[src/rtl/noc_node_bridge.sv]
// NOC endpoint bridge: a buffered TX channel with valid/ack toward the NOC, and a
// node-ID/broadcast filtered RX FIFO with a saturating counter for words dropped while full.
module noc_node_bridge #(
    parameter int unsigned       DATA_W   = 32,
    parameter int unsigned       ADDR_W   = 8,
    parameter int unsigned       TX_DEPTH = 4,
    parameter int unsigned       RX_DEPTH = 4,
    parameter logic [ADDR_W-1:0] NODE_ID  = '0
) (
    input  logic                      clk_clk,
    input  logic                      reset_reset_n,
    input  logic                      tx_valid,
    output logic                      tx_ready,
    input  logic [ADDR_W-1:0]         tx_addr,
    input  logic [DATA_W-1:0]         tx_data,
    output logic                      noc_valid_out,
    input  logic                      noc_ack_in,
    output logic [ADDR_W-1:0]         noc_addr_out,
    output logic [DATA_W-1:0]         noc_data_out,
    input  logic                      noc_valid_in,
    input  logic [ADDR_W-1:0]         noc_addr_in,
    input  logic [DATA_W-1:0]         noc_data_in,
    output logic                      rx_valid,
    input  logic                      rx_ready,
    output logic [ADDR_W-1:0]         rx_addr,
    output logic [DATA_W-1:0]         rx_data,
    output logic [$clog2(TX_DEPTH):0] tx_count,
    output logic [$clog2(RX_DEPTH):0] rx_count,
    output logic [7:0]                rx_drop_cnt
);
    localparam int unsigned TPW = $clog2(TX_DEPTH);
    localparam int unsigned RPW = $clog2(RX_DEPTH);
    localparam int unsigned WW  = ADDR_W + DATA_W;
    localparam logic [TPW:0] TX_FULL = (TPW + 1)'(TX_DEPTH);
    localparam logic [RPW:0] RX_FULL = (RPW + 1)'(RX_DEPTH);

    typedef enum logic {StIdle, StSend} state_t;

    logic [WW-1:0]  tx_mem [TX_DEPTH];
    logic [TPW-1:0] tx_wr_ptr, tx_rd_ptr;
    logic           tx_push, tx_pop;
    state_t         state;

    logic [WW-1:0]  rx_mem [RX_DEPTH];
    logic [RPW-1:0] rx_wr_ptr, rx_rd_ptr;
    logic           rx_match, rx_full, rx_wr, rx_drop, rx_pop;

    // ---------------- TX path ----------------
    assign tx_ready = (tx_count != TX_FULL);
    assign tx_push  = tx_valid && tx_ready;
    // Pop when idle with data, or on ack while another word is waiting (back-to-back).
    assign tx_pop   = (tx_count != '0) && ((state == StIdle) || noc_ack_in);

    always_ff @(posedge clk_clk) begin
        if (tx_push) tx_mem[tx_wr_ptr] <= {tx_addr, tx_data};
    end

    always_ff @(posedge clk_clk or negedge reset_reset_n) begin
        if (!reset_reset_n) begin
            tx_wr_ptr     <= '0;
            tx_rd_ptr     <= '0;
            tx_count      <= '0;
            state         <= StIdle;
            noc_valid_out <= 1'b0;
            noc_addr_out  <= '0;
            noc_data_out  <= '0;
        end else begin
            if (tx_push) tx_wr_ptr <= tx_wr_ptr + TPW'(1);
            if (tx_pop)  tx_rd_ptr <= tx_rd_ptr + TPW'(1);
            if (tx_push && !tx_pop)      tx_count <= tx_count + 1'b1;
            else if (!tx_push && tx_pop) tx_count <= tx_count - 1'b1;

            case (state)
                StIdle: begin
                    if (tx_pop) begin
                        {noc_addr_out, noc_data_out} <= tx_mem[tx_rd_ptr];
                        noc_valid_out                <= 1'b1;
                        state                        <= StSend;
                    end
                end
                StSend: begin
                    if (noc_ack_in) begin
                        if (tx_pop) begin
                            {noc_addr_out, noc_data_out} <= tx_mem[tx_rd_ptr];
                        end else begin
                            noc_valid_out <= 1'b0;
                            state         <= StIdle;
                        end
                    end
                end
                default: state <= StIdle;
            endcase
        end
    end

    // ---------------- RX path ----------------
    assign rx_match = noc_valid_in && ((noc_addr_in == NODE_ID) || (noc_addr_in == '1));
    assign rx_full  = (rx_count == RX_FULL);
    // Fullness is judged before the edge, so a same-edge pop does not rescue the word.
    assign rx_wr    = rx_match && !rx_full;
    assign rx_drop  = rx_match && rx_full;
    assign rx_valid = (rx_count != '0);
    assign rx_pop   = rx_valid && rx_ready;
    assign {rx_addr, rx_data} = rx_mem[rx_rd_ptr];

    always_ff @(posedge clk_clk) begin
        if (rx_wr) rx_mem[rx_wr_ptr] <= {noc_addr_in, noc_data_in};
    end

    always_ff @(posedge clk_clk or negedge reset_reset_n) begin
        if (!reset_reset_n) begin
            rx_wr_ptr   <= '0;
            rx_rd_ptr   <= '0;
            rx_count    <= '0;
            rx_drop_cnt <= '0;
        end else begin
            if (rx_wr)  rx_wr_ptr <= rx_wr_ptr + RPW'(1);
            if (rx_pop) rx_rd_ptr <= rx_rd_ptr + RPW'(1);
            if (rx_wr && !rx_pop)      rx_count <= rx_count + 1'b1;
            else if (!rx_wr && rx_pop) rx_count <= rx_count - 1'b1;
            if (rx_drop && (rx_drop_cnt != 8'hFF)) rx_drop_cnt <= rx_drop_cnt + 8'd1;
        end
    end

endmodule

[config.mk]
export PLATFORM = sky130hd
export DESIGN_NAME = noc_node_bridge
export DESIGN_NICKNAME = d
export VERILOG_FILES = /design/src/rtl/noc_node_bridge.sv
export SDC_FILE = /design/constraint.sdc
export NUM_CORES = 1
export LEC_CHECK = 0
export ABC_AREA = 1
export BUFFER_PORTS_ARGS = -buffer_cell sky130_fd_sc_hd__buf_2
export CAP_MARGIN = 20
export CORE_MARGIN = 1
export CORE_UTILIZATION = 56
export DETAILED_ROUTE_END_ITERATION = 8
export GPL_TIMING_DRIVEN = 0
export HOLD_SLACK_MARGIN = 0.05
export PLACE_DENSITY = 0.77
export SKIP_CTS_REPAIR_TIMING = 1
export SLEW_MARGIN = 20
export SYNTH_ARGS = -nofsm -noshare
export SYNTH_HDL_FRONTEND = slang
export SYNTH_SLANG_ARGS = --single-unit
[constraint.sdc]
create_clock -name clk_clk -period 5.81 [get_ports clk_clk]
set_input_delay 1.162 -clock clk_clk [delete_from_list [all_inputs] [get_ports clk_clk]]
set_output_delay 1.162 -clock clk_clk [all_outputs]
set_load 0.005 [all_outputs]
==> metrics.md, run 1 <==
| Metric | Value |
|---|---|
| Clock Latency Late Sink | `approximately 0.53 ns` |
| DRT iter0 DRCs | `roughly 870` |
| Syn nets | `1226` |
| PortBufs | `182` |
| Sequential share of the synthesized area | `between 70 and 80%` |
| CTS root buffer | `clkbuf_16` |
| Design area | `17700 sq um` |
| DRT antenna net count | `0` |
| Minimum clock period | `3.31 ns` |
| Area occupied by multi-input gates | `3200 sq um` |
| Pin count of the biggest net entering global routing | `38` |
| I/O pin count | `approximately 180` |
| Setup TNS | `0 ns` |
| Synth Area in XOR/XNOR | `less than 1%` |
| Max-capacitance violation count | `0` |
| Hold Violations, Final | `0` |
| Synth-to-Final Area Change | `20.3%` |
| Placer congestion estimate | `~0.78` |
| CTS tree | `built` |
| Critical path launch point type | `flop` |
| Initial antenna violation count | `8` |
| Critical path fanouts, max | `10` |
| RSZ-0062 raised after global routing | `no` |
| First-pass GRT wire length | `50200 microns` |
| Slew at the pin closest to its max-slew limit | `roughly 0.79 ns` |
| Worst-path clk slew | `0.06 ns` |
| Core area | `~26000 sq um` |
| Fill cell count | `1816` |
| Outcome | `complete, no violations` |
| Detailed-route via count | `9574` |
| CP required | `4.65 ns` |
| Via/cell ratio | `5.52` |
| Synth Area in Compound Gates | `9.41%` |
| Initial Util | `56.9%` |
| Post-DP HPWL | `roughly 21000 microns` |
| Synth warn | `0` |
| Most common library cell in the layout ignoring fill and taps | `edfxtp_1` |
| Total Routing Usage GR | `24.7%` |
| Setup Crit Path Kind | `flop to primary output` |
| H-tree depth | `2` |
| Maximum clock path buffer count | `3` |
| Vias in the first global route | `~9700` |
| Full die area | `27000 sq um` |
| Hold WC Path Type | `flop to flop` |
| Final Skew | `~0.025 ns` |
| Post-DR wirelength/cell | `19.0 microns` |
| GR Overflow Total | `0` |
| Row Count | `59` |
| Die X | `164 microns` |
| VDD IR max | `0.310 mV` |
| Post-Synthesis Cells | `1127` |
| Synthesized area | `14700 sq um` |
| Final Max Tran Viols | `0` |
| Nets | `1461` |
| CTS buffer count | `39` |
| Total wire length | `32900 microns` |
| Commonest cells after routing, fill and taps aside | `edfxtp_1, nor2_1, buf_2, o21ai_0, dfrtp_1` |
| Syn Area/Cell | `13.1 sq um` |
| Layout cells sized above 1 | `21.7%` |
| Fmax | `0.302 GHz` |
| Critical Path Sink Type | `primary output` |
| Register bit total from synthesis | `384` |
| Post-route clock period utilization | `a little under three fifths` |
| Reg area | `11200 sq um` |
| Max-slew headroom | `47.1%` |
| Final setup fails | `0` |
| Critical path data arrival time | `between 2 and 2.5 ns` |
| Die height | `about 160 microns` |
| Leakage power total | `around 6.5 nW` |
| Post-Synth Adder-Cell Area | `1.20%` |
| Mux contribution to synthesized area | `0.153%` |
| Dpl cell area | `16400 sq um` |
| Netlist cell types | `33` |
| R2r setup slk | `3.54 ns` |
| DRC | `0` |
| Synth Area in Simple Gates | `9.91%` |
| Largest family of logic cells by synthesized area | `simple AND/OR/NAND/NOR gates` |
| DRT Pass-1 Iters | `5` |
| PwrDens | `494 nW/um^2` |
| CTS Sinks | `384` |
==> power by group <==
group	internal [W]	switching [W]
registers	0.00344	0.000180
clock network	0.00148	0.000996
logic	0.000939	0.00173
==> cell families (layout without fill, tap and decap cells) <==
| group | count (synthesis) | in the layout |
|---|---|---|
| AO/OA/AOI/OAI | 254 | 254 |
| multiplexers | 2 | 2 |
| XOR/XNOR | 10 | 10 |
| other | 0 | 6 |
| adder cells (fa/ha/maj) | 13 | 13 |
| AND/OR/NAND/NOR | 366 | 366 |
| flip-flops | 384 | 384 |
| buffers and inverters | 98 | 364 |
==> sequential cells by signal, indices dropped and copies added, names as in the netlist <==
| register | flops |
|---|---|
| noc_data_out | 32 |
| rx_rd_ptr | 2 |
| tx_rd_ptr | 2 |
| rx_count | 3 |
| noc_valid_out | 1 |
| tx_count | 3 |
| noc_addr_out | 8 |
| state | 1 |
| tx_wr_ptr | 2 |
| rx_mem | 160 |
| rx_wr_ptr | 2 |
| tx_mem | 160 |
| rx_drop_cnt | 8 |
==> worst paths after layout <==
check,start,endpoint,cells past startpoint
max,rx_rd_ptr[0],rx_addr[1],6
min,state,noc_valid_out,1
max reg2reg,tx_count[0],tx_count[1],8
min reg2reg,state,noc_valid_out,1
max in group asynchronous,reset_reset_n,rx_rd_ptr[1],2
min in group asynchronous,reset_reset_n,noc_data_out[25],1
==> worst max-delay path, stage by stage, from the launching register on <==
cell and delay (ns):
dfrtp_1 0.36, buf_2 0.18, inv_2 0.16, clkbuf_1 0.42, o21ai_0 0.16, o22ai_1 0.20, buf_2 0.15
==> per-layer routing <==
metal	vias up	global-route usage, %	part of all wire [%]
li1	4517	-	-
met1	4632	29.2	38
met2	347	43.8	52
met3	72	5.88	8.2
met4	6	8.67	2.3
met5	-	0	0.10
==> cells in the mapped netlist (all sizes together) <==
library cell | count | area, sq um
xnor2 | 4 | 35.0
a21oi | 5 | 36.3
clkinv | 1 | 5.00
nand2 | 48 | 185
a31oi | 41 | 257
buf | 25 | 126
o22ai | 40 | 250
nand3 | 4 | 37.5
mux2 | 2 | 22.5
clkbuf | 35 | 131
edfxtp | 320 | 9610
dfrtp | 64 | 1600
nor2 | 302 | 1140
inv | 37 | 139
fa | 2 | 40.0
nand4 | 10 | 77.6
nor3 | 1 | 10.0
ha | 11 | 138
xor2 | 6 | 52.6
o21ai | 168 | 845
nand3b | 1 | 7.51
==> final cells by class <==
cell class / instances / share of cell area [%]
Antenna cell: 6 / 0.0846
Buffer: 60 / 1.45
Clock buffer: 50 / 6.02
Inverter: 38 / 0.811
Clock inverter: 22 / 1.26
Sequential cell: 384 / 63.2
Tap cell: 335 / 2.36
Timing Repair Buffer: 194 / 6.80
Multi-Input combinational cell: 645 / 18.0
==> stage by stage <==
| stage | utilization (%) | hold WS, ns | power (W) | std cells | worst slack, ns |
|---|---|---|---|---|---|
| floorplan | - | 0.456 | 0.00517 | 1127 | 1.91 |
| global placement | 62.1 | 0.466 | 0.00619 | 1644 | 0.333 |
| detailed placement | 63.4 | 0.495 | 0.00634 | 1656 | 2.36 |
| CTS | 68.4 | 0.502 | 0.00883 | 1728 | 2.46 |
| global route | 68.4 | 0.520 | 0.00923 | 1730 | 2.35 |
| finish | 68.5 | 0.515 | 0.00877 | 1734 | 2.50 |
Note: power is estimated with default switching activity, not from simulation.
==> inputs of run 2 (changes only) <==
clock period = 3.05 ns   (was 5.81 ns; I/O delays follow)
==> metrics.md, run 2 (synthesis results as in run 1) <==
| Metric | Value |
|---|---|
| Post-DR wirelength/cell | `19.0 microns` |
| Die height | `164 microns` |
| Initial Util | `between 50% and 60%` |
| Crit path launch | `rx_rd_ptr[0]` |
| DRT iter0 DRCs | `841` |
| Fill cell count | `1816` |
| Outcome | `complete, no violations` |
| Fmax | `approximately 0.37 GHz` |
| Total Routing Usage GR | `24.7%` |
| Largest registers | `rx_mem: 160 flops, tx_mem: 160 flops, noc_data_out: 32 flops` |
| Max-slew headroom | `47.0%` |
| Leakage power total | `6.55 nW` |
| Row Count | `59` |
| Final setup fails | `0` |
| GR Overflow Total | `0` |
| Layout cells sized above 1 | `21.7%` |
| Via/cell ratio | `5.54` |
| Total wire length | `32900 microns` |
| Dpl cell area | `between 15000 and 20000 sq um` |
| Nets | `1462` |
| Max-capacitance violation count | `0` |
| Post-DP HPWL | `about 21000 microns` |
| Synth-to-Final Area Change | `20.4%` |
| CTS Sinks | `between 300 and 400` |
| Wire length on met2 | `approximately 17000 microns` |
| Detailed-route via count | `9624` |
| Slew at the pin closest to its max-slew limit | `about 0.79 ns` |
| Pin count of the biggest net entering global routing | `38` |
| Hold Violations, Final | `0` |
| Critical Path Sink Type | `primary output` |
| Final Skew | `0.0263 ns` |
| CTS tree | `built` |
| Met3 Wirelength | `2880 microns` |
| Post-route clock period utilization | `89.7%` |
| CP required | `2.44 ns` |
| Hold Startpoint | `tx_data[11]` |
| Vias in the first global route | `around 9700` |
| PwrDens | `941 nW/um^2` |
| Critical path data arrival time | `2.13 ns` |
| DR top layer | `met5` |
| Initial antenna violation count | `8` |
| CTS buffer count | `39` |
| DRT Pass-1 Iters | `7` |
| Setup Crit Path Kind | `flop to primary output` |
| Commonest cells after routing, fill and taps aside | `edfxtp_1, nor2_1, buf_2, o21ai_0, dfrtp_1` |
| Core area | `25900 sq um` |
| Placer congestion estimate | `0.782` |
| Most common library cell in the layout ignoring fill and taps | `edfxtp_1` |
| Full die area | `27000 sq um` |
| I/O pin count | `183` |
| DRC | `0` |
| H-tree depth | `2` |
| VDD IR max | `0.596 mV` |
| Tot Pwr | `0.0167 W` |
| Design area | `around 18000 sq um` |
| CTS root buffer | `clkbuf_16` |
| Final cell count without fillers | `1736` |
| Final Max Tran Viols | `0` |
| Die X | `164 microns` |
| Post-Place Cells | `1656` |
| Clock Latency Late Sink | `0.53 ns` |
| DRT antenna net count | `0` |
| Maximum clock path buffer count | `3` |
| Post-Route M1 WL | `12400 microns` |
| Worst r2r src | `tx_count[0]` |
| Critical path fanouts, max | `10` |
| Worst-path clk slew | `0.06 ns` |
| First-pass GRT wire length | `50200 microns` |
| RSZ-0062 raised after global routing | `no` |
| Critical path launch point type | `flop` |
| Minimum clock period | `2.74 ns` |
| Hold WC Path Type | `input port to flop` |
| PortBufs | `182` |
==> run 2: cell count changes in the layout (fill, tap and decap cells not counted), sizes merged <==
cell / delta
diode: +1
dlygate4sd3: +1
==> run 2: path summary, 6_finish.rpt <==
path / end / slack [ns] / cells after the start
worst max-delay path: rx_addr[1] / 0.31 / 6
worst min-delay path: tx_mem[0][11] / 0.30 / 1
worst max register to register: tx_count[1] / 0.77 / 8
worst min register to register: noc_valid_out / 0.51 / 1
max in group asynchronous: rx_rd_ptr[1] / 1.92 / 3
min in group asynchronous: noc_data_out[25] / 0.56 / 2
==> run 2: where the power goes <==
group,internal [W],switching [W]
combinational,0.00179,0.00330
sequential,0.00655,0.000343
clock,0.00283,0.00191
==> run 2: routing by layer <==
layer	GRT usage, %	vias to the layer above
met4	8.67	6
met5	0	-
met3	5.88	68
li1	-	4519
met1	29.2	4663
met2	43.8	368
==> run 2: per-stage QoR <==
step / utilization, % / worst slack [ns] / setup TNS (ns) / hold WS, ns
2_1_floorplan: - / -0.298 / -47.75 / 0.314
3_3_place_gp: 62.1 / -1.87 / -491.22 / 0.466
3_5_place_dp: 63.4 / 0.150 / 0 / 0.495
4_1_cts: 68.4 / 0.249 / 0 / 0.0206
5_1_grt: 68.5 / 0.141 / 0 / 0.276
6_report: 68.5 / 0.314 / 0 / 0.297
==> run 2: critical path, cell delays in order, from the launching register on <==
cell      delay (ns)
dfrtp_1         0.36
buf_2           0.18
inv_2           0.16
clkbuf_1        0.40
o21ai_0         0.16
o22ai_1         0.20
buf_2           0.15
==> run 2: area by class of cell <==
| class | instances | area [sq um] | share of cell area [%] |
|---|---|---|---|
| Antenna cell | 7 | 17.5 | 0.0987 |
| Clock buffer | 50 | 1070 | 6.02 |
| Multi-Input combinational cell | 645 | 3200 | 18.0 |
| Clock inverter | 22 | 223 | 1.25 |
| Tap cell | 335 | 419 | 2.36 |
| Buffer | 60 | 258 | 1.45 |
| Timing Repair Buffer | 195 | 1220 | 6.85 |
| Sequential cell | 384 | 11200 | 63.1 |
| Inverter | 38 | 144 | 0.810 |
==> inputs of run 3 (changes only) <==
GPL_ROUTABILITY_DRIVEN = 0   (was not set)
GPL_TIMING_DRIVEN = 1   (was 0)
MAX_ROUTING_LAYER = met4   (was not set)
==> metrics.md, run 3 (synthesis results as in run 1) <==
| Metric | Value |
|---|---|
| Full die area | `27000 sq um` |
| Fill cell count | `1789` |
| Worst r2r src | `tx_count[1]` |
| Nets | `1409` |
| Worst-path clk slew | `~0.060 ns` |
| Max-capacitance violation count | `0` |
| H-tree depth | `2` |
| Post-DP HPWL | `between 15000 and 20000 microns` |
| Worst R2R End | `tx_count[1]` |
| Total wire length | `30800 microns` |
| Core area | `approximately 26000 sq um` |
| DRT iter0 DRCs | `721` |
| Pin count of the biggest net entering global routing | `82` |
| R2R cell count | `8` |
| Layout cells sized above 1 | `a little over a fifth` |
| Initial Util | `between 50 and 60%` |
| Worst setup endpoint | `rx_data[21]` |
| Critical path launch point type | `flop` |
| Crit path launch | `rx_rd_ptr[0]` |
| Synth-to-Final Area Change | `17.8%` |
| Reg area | `11200 sq um` |
| Die X | `around 160 microns` |
| Detailed-route via count | `9301` |
| Post-DR wirelength/cell | `18.3 microns` |
| Final setup fails | `0` |
| Setup Crit Path Kind | `flop to primary output` |
| Maximum clock path buffer count | `3` |
| Area occupied by multi-input gates | `3200 sq um` |
| Hold WC Path Type | `input port to async pin` |
| Via/cell ratio | `between 5 and 6` |
| Final Skew | `0.0154 ns` |
| Hold Violations, Final | `0` |
| Critical path fanouts, max | `55` |
| GR Overflow Total | `0` |
| Clock Latency Late Sink | `0.53 ns` |
| Most common library cell in the layout ignoring fill and taps | `edfxtp_1` |
| Row Count | `59` |
| Post-Place Cells | `1605` |
| R2r setup slk | `0.73 ns` |
| Vias in the first global route | `8936` |
| CTS buffer count | `38` |
| Outcome | `complete, no violations` |
| RSZ-0062 raised after global routing | `no` |
| CTS root buffer | `clkbuf_16` |
| Setup TNS | `0 ns` |
| Initial antenna violation count | `6` |
| CTS tree | `built` |
| First-pass GRT wire length | `47300 microns` |
| DRT antenna net count | `0` |
| Fmax | `0.345 GHz` |
| CP required | `between 2 and 2.5 ns` |
| Largest registers | `rx_mem: 160 flops, tx_mem: 160 flops, noc_data_out: 32 flops` |
| Slew at the pin closest to its max-slew limit | `0.953 ns` |
| Final cell count without fillers | `approximately 1700` |
| I/O pin count | `183` |
| PwrDens | `925 nW/um^2` |
| Total Routing Usage GR | `23.9%` |
| Commonest cells after routing, fill and taps aside | `edfxtp_1, nor2_1, buf_2, o21ai_0, dfrtp_1` |
| Final Max Tran Viols | `0` |
| DRC | `0` |
| Leakage power total | `6.38 nW` |
| Post-route clock period utilization | `95.1%` |
| VDD IR max | `approximately 0.71 mV` |
| Critical Path Sink Type | `primary output` |
| Die height | `164 microns` |
| Max-slew headroom | `36.5%` |
| Critical path data arrival time | `2.29 ns` |
| CTS Sinks | `approximately 380` |
| Minimum clock period | `2.90 ns` |
| DRT Pass-1 Iters | `5` |
| PortBufs | `182` |
[run 3: cell count changes in the layout (fill, tap and decap cells not counted), moves of 4 or more]
| cell | delta |
|---|---|
| buf_4 | +10 |
| clkbuf_1 | -34 |
| buf_16 | -7 |
| buf_2 | -23 |
| buf_12 | +4 |
[run 3: power by group]
group	switching [W]	total, W	internal (W)
Combinational	0.00299	0.00467	0.00168
Clock	0.00190	0.00444	0.00254
Sequential	0.000410	0.00696	0.00655
[run 3: per-layer routing]
layer | vias to the layer above | wire [microns] | track usage, %
li1 | 4408 | - | -
met1 | 4518 | 12500 | 29.8
met2 | 325 | 15600 | 39.9
met3 | 50 | 2090 | 4.52
met4 | 0 | 624 | 6.99
met5 | - | 0 | -
[run 3: critical path, stage by stage (launching register included)]
cell and delay (ns):
dfrtp_2 0.67, buf_6 0.41, o21ai_0 0.16, o22ai_1 0.32, buf_2 0.18
[run 3: final cells by class]
| class | count | area share [%] |
|---|---|---|
| diodes | 7 | 0.101 |
| clock inverters | 22 | 1.07 |
| clock buffers | 48 | 5.80 |
| flip-flops and latches | 384 | 64.5 |
| multi-input cells | 645 | 18.4 |
| repair buffers | 203 | 6.83 |
| inverters | 38 | 0.843 |
| well taps | 335 | 2.41 |
[run 3: stage by stage]
step           setup slack [ns]  hold slack (ns)  total power (W)  utilization (%)  instance area, sq um
2_1_floorplan            -0.298            0.314          0.00986                -                 14700
3_3_place_gp              0.508            0.473           0.0116             62.4                 16200
3_5_place_dp              0.394            0.472           0.0117             62.4                 16200
4_1_cts                  0.0414            0.263           0.0162             67.0                 17400
5_1_grt                  0.0466            0.283           0.0170             67.0                 17400
6_report                  0.149            0.234           0.0161             67.1                 17400
[run 3: worst min-delay path by stage]
stage	startpoint	end	slack (ns)
floorplan	reset_reset_n	noc_addr_out[0]	0.31
global placement	state	noc_valid_out	0.47
detailed placement	state	noc_valid_out	0.47
CTS	reset_reset_n	noc_data_out[18]	0.26
global route	tx_addr[7]	tx_mem[2][39]	0.28
finish	reset_reset_n	noc_data_out[25]	0.23
